## config.mk

```make
export PLATFORM = sky130hd
export DESIGN_NAME = cmd_loader
export DESIGN_NICKNAME = d
export VERILOG_FILES = /design/src/rtl/fusion_defs.sv /design/src/rtl/cmd_loader.sv
export SDC_FILE = /design/constraint.sdc
export NUM_CORES = 1
export LEC_CHECK = 0
export CAP_MARGIN = 20
export CORE_MARGIN = 4
export CORE_UTILIZATION = 40
export DETAILED_ROUTE_END_ITERATION = 8
export GPL_ROUTABILITY_DRIVEN = 1
export PLACE_DENSITY = 0.67
export SETUP_SLACK_MARGIN = 0.02
export SLEW_MARGIN = 20
export SYNTH_ARGS = -nofsm -noshare
export SYNTH_HDL_FRONTEND = slang
export SYNTH_SLANG_ARGS = --single-unit
export TNS_END_PERCENT = 5
```

## constraint.sdc

```tcl
create_clock -name clk -period 5 [get_ports clk]
set_input_delay 1 -clock clk [delete_from_list [all_inputs] [get_ports clk]]
set_output_delay 1 -clock clk [all_outputs]
set_load 0.005 [all_outputs]
```

## src/rtl/fusion_defs.sv

```systemverilog
// Shared definitions for the command-table loader: MIG instruction codes,
// command geometry and loader state encodings.
package fusion_defs;

  localparam logic [2:0] MIG_INSTR_RD = 3'b001;
  localparam int         CMD_WORDS    = 6;

  typedef enum logic [1:0] {
    LD_IDLE  = 2'd0,
    LD_ISSUE = 2'd1,
    LD_DRAIN = 2'd2,
    LD_DONE  = 2'd3
  } ld_state_t;

endpackage

```

## src/rtl/cmd_loader.sv

```systemverilog
// Loads cmd_size*WORDS_PER_CMD words from SDRAM via one MIG read port into the command FIFO.
// Optional CMD_LOADER_CHECKSUM_EN adds a running 32-bit sum of every word written.
module cmd_loader
  import fusion_defs::*;
#(
  parameter logic [29:0] CMD_BASE_ADDR = 30'h000_0000,
  parameter int          BURST_MAX     = 32,
  parameter int          WORDS_PER_CMD = CMD_WORDS
) (
  input  logic        clk,
  input  logic        rst,
  input  logic        start,
  input  logic [6:0]  cmd_size,
  output logic        p_cmd_en,
  output logic [2:0]  p_cmd_instr,
  output logic [5:0]  p_cmd_bl,
  output logic [29:0] p_cmd_byte_addr,
  input  logic        p_cmd_full,
  output logic        p_rd_en,
  input  logic [31:0] p_rd_data,
  input  logic        p_rd_empty,
  output logic [31:0] cmd_fifo_din,
  output logic        cmd_fifo_wr_en,
  input  logic        cmd_fifo_full,
  output logic        busy,
  output logic        done,
  output logic [9:0]  words_loaded
`ifdef CMD_LOADER_CHECKSUM_EN
  ,
  output logic [31:0] checksum
`endif
);

  localparam logic [9:0] BURST_MAX_W = 10'(BURST_MAX);
  localparam logic [9:0] WPC_W       = 10'(WORDS_PER_CMD);

  ld_state_t   state_reg, state_next;
  logic [9:0]  total_reg, total_next;
  logic [9:0]  issued_reg, issued_next;
  logic [9:0]  words_loaded_reg, words_loaded_next;
  logic [29:0] addr_reg, addr_next;
  logic [6:0]  burst_len_reg, burst_len_next;
  logic [6:0]  burst_cnt_reg, burst_cnt_next;

  logic [9:0]  total_load;
  logic [9:0]  remaining_issue;
  logic [6:0]  len;
  logic        xfer;

  assign total_load      = 10'(cmd_size) * WPC_W;
  assign remaining_issue = total_reg - issued_reg;
  assign len             = (remaining_issue > BURST_MAX_W) ? BURST_MAX_W[6:0] : remaining_issue[6:0];

  // Read data passes straight through; withholding the pop keeps p_rd_data valid during a stall.
  assign xfer           = (state_reg == LD_DRAIN) & ~p_rd_empty & ~cmd_fifo_full;
  assign p_rd_en        = xfer;
  assign cmd_fifo_wr_en = xfer;
  assign cmd_fifo_din   = p_rd_data;

  assign p_cmd_en        = (state_reg == LD_ISSUE) & ~p_cmd_full;
  assign p_cmd_instr     = MIG_INSTR_RD;
  assign p_cmd_bl        = (state_reg == LD_ISSUE) ? 6'(len - 7'd1) : 6'd0;
  assign p_cmd_byte_addr = addr_reg;
  assign busy            = (state_reg == LD_ISSUE) | (state_reg == LD_DRAIN);
  assign done            = (state_reg == LD_DONE);
  assign words_loaded    = words_loaded_reg;

  always_ff @(posedge clk or posedge rst) begin
    if (rst) begin
      state_reg        <= LD_IDLE;
      total_reg        <= '0;
      issued_reg       <= '0;
      words_loaded_reg <= '0;
      addr_reg         <= CMD_BASE_ADDR;
      burst_len_reg    <= '0;
      burst_cnt_reg    <= '0;
    end else begin
      state_reg        <= state_next;
      total_reg        <= total_next;
      issued_reg       <= issued_next;
      words_loaded_reg <= words_loaded_next;
      addr_reg         <= addr_next;
      burst_len_reg    <= burst_len_next;
      burst_cnt_reg    <= burst_cnt_next;
    end
  end

  always_comb begin
    state_next        = state_reg;
    total_next        = total_reg;
    issued_next       = issued_reg;
    words_loaded_next = words_loaded_reg;
    addr_next         = addr_reg;
    burst_len_next    = burst_len_reg;
    burst_cnt_next    = burst_cnt_reg;
    case (state_reg)
      LD_IDLE: begin
        if (start) begin
          total_next        = total_load;
          issued_next       = '0;
          words_loaded_next = '0;
          burst_cnt_next    = '0;
          addr_next         = CMD_BASE_ADDR;
          state_next        = (cmd_size != 7'd0) ? LD_ISSUE : LD_DONE;
        end
      end
      LD_ISSUE: begin
        if (!p_cmd_full) begin
          burst_len_next = len;
          issued_next    = issued_reg + 10'(len);
          addr_next      = addr_reg + (30'(len) << 2);
          state_next     = LD_DRAIN;
        end
      end
      LD_DRAIN: begin
        if (xfer) begin
          words_loaded_next = words_loaded_reg + 10'd1;
          if (burst_cnt_reg + 7'd1 == burst_len_reg) begin
            burst_cnt_next = '0;
            state_next     = (issued_reg != total_reg) ? LD_ISSUE : LD_DONE;
          end else begin
            burst_cnt_next = burst_cnt_reg + 7'd1;
          end
        end
      end
      LD_DONE: begin
        if (!start) state_next = LD_IDLE;
      end
      default: state_next = LD_IDLE;
    endcase
  end

`ifdef CMD_LOADER_CHECKSUM_EN
  logic [31:0] checksum_reg, checksum_next;

  always_ff @(posedge clk or posedge rst) begin
    if (rst) checksum_reg <= '0;
    else     checksum_reg <= checksum_next;
  end

  always_comb begin
    checksum_next = checksum_reg;
    if (state_reg == LD_IDLE && start) checksum_next = '0;
    else if (xfer)                     checksum_next = checksum_reg + p_rd_data;
  end

  assign checksum = checksum_reg;
`endif

endmodule
```

; Word-level counts from Yosys, hierarchy flattened
; Cells that the tools add are included.
[classes]
n_reduce_logical = 9
n_bitwise = 7
mux = 22
n_eq_ne = 10
n_lt_le_gt_ge = 1
n_mul = 1
n_addsub = 6
[op_table]
columns = operator, count
row1 = $mux W30, 2
row2 = $pmux W30 S2, 1
row3 = $pmux W10 S2, 2
row4 = $add A30 B9 Y30, 1
row5 = $mux W10, 3
row6 = $mux W7, 4
row7 = $mux W2, 7
row8 = $pmux W7 S2, 1
row9 = $add A10 B1 Y10 const B, 1
row10 = $add A10 B7 Y10, 1
row11 = $gt A10 B6 Y1 const B, 1
row12 = $ne A10 B10 Y1, 1
row13 = $sub A10 B10 Y10, 1
row14 = $mul A7 B2 Y9 const B, 1
row15 = $ne A2 B2 Y1 const B, 4
row16 = $pmux W2 S4, 1
row17 = $add A7 B1 Y7 const B, 1
row18 = $eq A7 B7 Y1, 1
row19 = $reduce_bool A7 Y1, 1
row20 = $mux W6, 1
row21 = $reduce_and A3 Y1, 2
row22 = $sub A6 B1 Y6 const B, 1
row23 = $reduce_and A5 Y1, 1
row24 = $eq A2 B2 Y1 const B, 2
row25 = other kinds (8), 14
[word_totals]
in_bits = 45
register_bits = 75
output_inout_bits = 86

; Logic depth before layout (Yosys ltp)
[logic_depth]
ltp_word = 6
depth_mapped = 21

; Worst setup path after synthesis
; No wires, ideal clock.
[synth_timing]
path_type = reg-to-reg
from = reg issued_reg[0]
to = reg addr_reg[25], in the netlist p_cmd_byte_addr[25]
synth_period_minus_slack_ps = 4496
path_stages_with_launch = 20
slack_ps = 504
t_required_ps = 4868
setup_time_ps = 132
t_arrival_ps = 4364
cell_sequence = dfrtp_1 -> inv_1 -> fa_1 -> a211oi_2 -> nor4_1 -> a211o_1 -> nor4_2 -> o21ai_2 -> nor3_1 -> nand2_1 -> inv_1 -> ha_1 -> a21o_1 -> a21oi_1 -> o21bai_1 -> a2111oi_0 -> nor4_2 -> nand4_1 -> xor2_1 -> nor2_1
[synth_via]
elab_chain_cells = 6
[synth_lines]
columns = element, line
row1 = from (decl), cmd_loader.sv:39  ; logic [9:0] issued_reg, issued_next;
row2 = from (signal assigned), cmd_loader.sv:80  ; issued_reg <= issued_next;
row3 = $sub A10 B10 Y10 *, cmd_loader.sv:51  ; assign remaining_issue = total_reg - issued_reg;
row4 = $gt A10 B6 Y1, cmd_loader.sv:52  ; assign len = (remaining_issue > BURST_MAX_W) ? BURST_MAX_W[6:0] : remaining_issue[6:0];
row5 = $mux W7 *, cmd_loader.sv:52
row6 = net len[1], cmd_loader.sv:47  ; logic [6:0] len;
row7 = $add A30 B9 Y30 *, cmd_loader.sv:111  ; addr_next = addr_reg + (30'(len) << 2);
row8 = $mux W30 *, cmd_loader.sv:108  ; if (!p_cmd_full) begin
row9 = $pmux W30 S2 *, cmd_loader.sv:96  ; case (state_reg)
row10 = to (signal assigned), cmd_loader.sv:82  ; addr_reg <= addr_next;
row11 = to (decl), cmd_loader.sv:41  ; logic [29:0] addr_reg, addr_next;
; The timed path passes the listed nets; every way through them passes the cells marked *. The select of a mux whose other input is x is not followed.
; A chain may end at the register's enable or synchronous reset.

; Final worst setup path
[layout_timing]
from = reg issued_reg[0]
to = out p_cmd_bl[4]
[layout_via]
elab_chain_cells = 5
[layout_lines]
columns = element, line
row1 = $sub A10 B10 Y10 *, cmd_loader.sv:51
row2 = $gt A10 B6 Y1, cmd_loader.sv:52
row3 = $mux W7 *, cmd_loader.sv:52
row4 = $sub A6 B1 Y6 *, cmd_loader.sv:62  ; assign p_cmd_bl = (state_reg == LD_ISSUE) ? 6'(len - 7'd1) : 6'd0;
row5 = $mux W6 *, cmd_loader.sv:62
row6 = to (decl), cmd_loader.sv:16  ; output logic [5:0] p_cmd_bl,
; Mark *: on every way between the ends. The rest lies on a longest branch, timed or not.

==> key figures <==
Outcome
  • Outcome: completed

Critical path
  • Nature of the critical path startpoint: flip-flop
  • CP max FO: 5
  • Setup CP Type: reg -> out
  • CP Capture Type: primary output
  • Crit-path cells: inv_1 -> fa_2 -> a211oi_4 -> nor4_1 -> a211o_1 -> nor4_4 -> o21ai_2 -> nor3_2 -> nand2_1 -> ha_1 -> nand2_1 -> nand2_1 -> o22ai_1 -> clkdlybuf4s50_1
  • CP peak stage delay: 540 ps
  • Critical Path RT: 4000 ps
  • Slowest cell on crit path: clkdlybuf4s50_1
  • CP Data Arrival Time: around 3800 ps
  • Delay-heaviest family, CP: compound AO/OA/AOI/OAI gates
  • Most used cell, CP: nand2_1
  • WP buf/inv: 2

Die
  • Die Span Y: 122 um
  • Initial Util: 0.412
  • FP Rows: 41
  • Num ports: 131
  • Die area: ~0.015 mm2
  • Core area: roughly 0.013 mm2
  • Die width: 122 um

Detailed routing
  • WL final: 11,800 um
  • Via density: 5.11
  • Average wire per cell in the routed design: 14.6 um
  • DR DRC count: 0
  • 1st-iter DRT viols: 287
  • Vias post-DR: 4,127
  • Drt pass-1 iters: 4
  • Post-route ant nets: 0

Synthesis
  • Netlist cell types: 59
  • Gate count after technology mapping: a little under 600
  • Count of state elements after synthesis: 73
  • Ys async rst share: 1.00
  • Avg Inst Size Synth: ~8.9 um2
  • Yosys warns: 0
  • Post-synth EDFFs: 0
  • Synth Flop Type: dfrtp_1
  • Seq/Total Area, Yosys: 0.349
  • Post-Syn Area: between 0.005 and 0.006 mm2

STA
  • Final Critical Period: ~4800 ps
  • Setup TNS: 0 ps
  • Worst rel slew slack: 0.430
  • Clk_skew: 8.92 ps
  • Slew @ Worst Pin: around 850 ps
  • Final hold vios: 0
  • Fmax: 0.210 GHz
  • Slew Viols, Final: 0
  • Final setup margin: 241 ps
  • Final setup viols: 0
  • Part of the cycle the worst path needs: 0.952

Place
  • Placer congestion estimate: 0.842
  • Cell Area, Placed: 0.00582 mm2
  • Cell count after placement: approximately 780
  • Port Buffers: 61
  • DP Wirelength: 8820 um
  • Place WS: around 100 ps

Clock tree
  • Max clock buf depth: 2
  • Clock latency on the worst-skew pair: approximately 340 ps
  • CTS Sinks: 73
  • Worst-path clk slew: 60 ps
  • CTS H-tree lvls: 3
  • CTS Buf Count: 9
  • TritonCTS clock tree: done
  • Clock root buffer: clkbuf_16

Power
  • Leakage Power: ~0.0029 uW
  • Worst vdd ir: 0.229 mV
  • Power per Cell Area: 545 mW/mm2

Finish
  • Final #Nets: a little over 700
  • ANT cells: 0
  • Most common cell after layout, fill and taps aside: dfrtp_1
  • Fillers: 1,207
  • Share of layout cells above drive strength 1: 0.0913
  • Area growth syn-to-layout: 19.1%
  • Post-Layout Cell Count: between 800 and 900
  • Commonest non-fill, non-tap cells in the layout: dfrtp_1, clkdlybuf4s50_1, nor2_1
  • Final design utilization: 0.490
  • Max FFs per register: 28
  • Final Cell Area: 0.00624 mm2

Global route
  • Grt total ovfl: 0
  • Pin count of the biggest net entering global routing: 40
  • First-pass GRT wire length: 19,600 um
  • GRT Util Overall: 0.160
  • Vias in the first global route: 4,051
  • Initial antenna violation count: 0

Job
  • Max Cap Viol: 0

Hold path
  • Hold Path Class: reg -> reg
[synthesized netlist by cell type (all sizes together), types with 5 or more instances]
cell type / instances / share of area
a21o: 8 / 0.011
a21oi: 21 / 0.020
a22o: 7 / 0.012
and3: 9 / 0.011
buf: 41 / 0.058
clkbuf: 10 / 0.0072
dfrtp: 73 / 0.35
ha: 43 / 0.10
inv: 30 / 0.022
mux2i: 5 / 0.0096
nand2: 53 / 0.038
nand2b: 8 / 0.0096
nand3: 24 / 0.023
nand4: 10 / 0.012
nor2: 60 / 0.043
nor2b: 8 / 0.0096
nor3: 12 / 0.012
nor4: 5 / 0.0084
o21ai: 35 / 0.034
o31ai: 5 / 0.0072
xnor2: 27 / 0.045
xor2: 35 / 0.059
[layout make-up]
class                   count  area, um2  share of cell area
clock buffers              10        229              0.0367
inverters                  30        113              0.0181
well taps                 172        215              0.0345
repair buffers             79        748               0.120
multi-input cells         437       3040               0.487
clock inverters             6       67.6              0.0108
flip-flops and latches     73       1830               0.293
[cell families (layout without fill, tap and decap cells)]
family / Yosys count / after routing / synth area share
other: 2 / 7 / 0.00143
xor gates and xnor gates: 62 / 62 / 0.104
buffers and inverters: 81 / 125 / 0.0865
muxes: 7 / 7 / 0.0139
DFF: 73 / 73 / 0.349
AOI/OAI and AO/OA: 106 / 106 / 0.133
adders and majority gates: 47 / 47 / 0.118
and+or+nand+nor: 208 / 208 / 0.194
[power by group]
group          internal [uW]  switching (uW)
registers                705             106
clock network            388             259
logic                    851            1090
total                   1940            1450
[worst paths after layout]
kind / cells after the start / slack, ps / endpoint / startpoint
min reg2reg: 2 / 490 / total_reg[6] / total_reg[6]
min: 2 / 490 / total_reg[6] / total_reg[6]
max: 14 / 240 / p_cmd_bl[4] / issued_reg[0]
max reg2reg: 22 / 390 / p_cmd_byte_addr[25] / issued_reg[0]
max in group asynchronous: 3 / 2900 / issued_reg[8] / rst
min in group asynchronous: 2 / 1100 / words_loaded[9] / rst
[through the flow]
step	hold slack [ps]	total power, uW
final	490	3400
after global routing	527	3670
after CTS	498	3340
after detailed placement	483	2610
after global placement	474	2580
after floorplan	456	2110
[worst min-delay path, delay by kind of cell, from the launching register on]
family	cells	cell delay [ps]
simple gates	1	50
flops	1	350
compound gates	1	60
[metal layers]
layer  GRT usage  vias to the layer above  routed length, um
met1       0.217                     1951               5310
met3      0.0221                       23                700
li1            -                     2064                  -
met5           0                        -                  0
met2       0.263                       89               5540
met4      0.0588                        0                204
[timing repair]
item,CTS,global route
gates cloned,0,0
gates resized for setup,6,8
pin swaps,3,4
endpoints found under the setup margin,1,21
hold buffers,0,0
buffers inserted,2,5
Power figures use the tool's default switching activity.
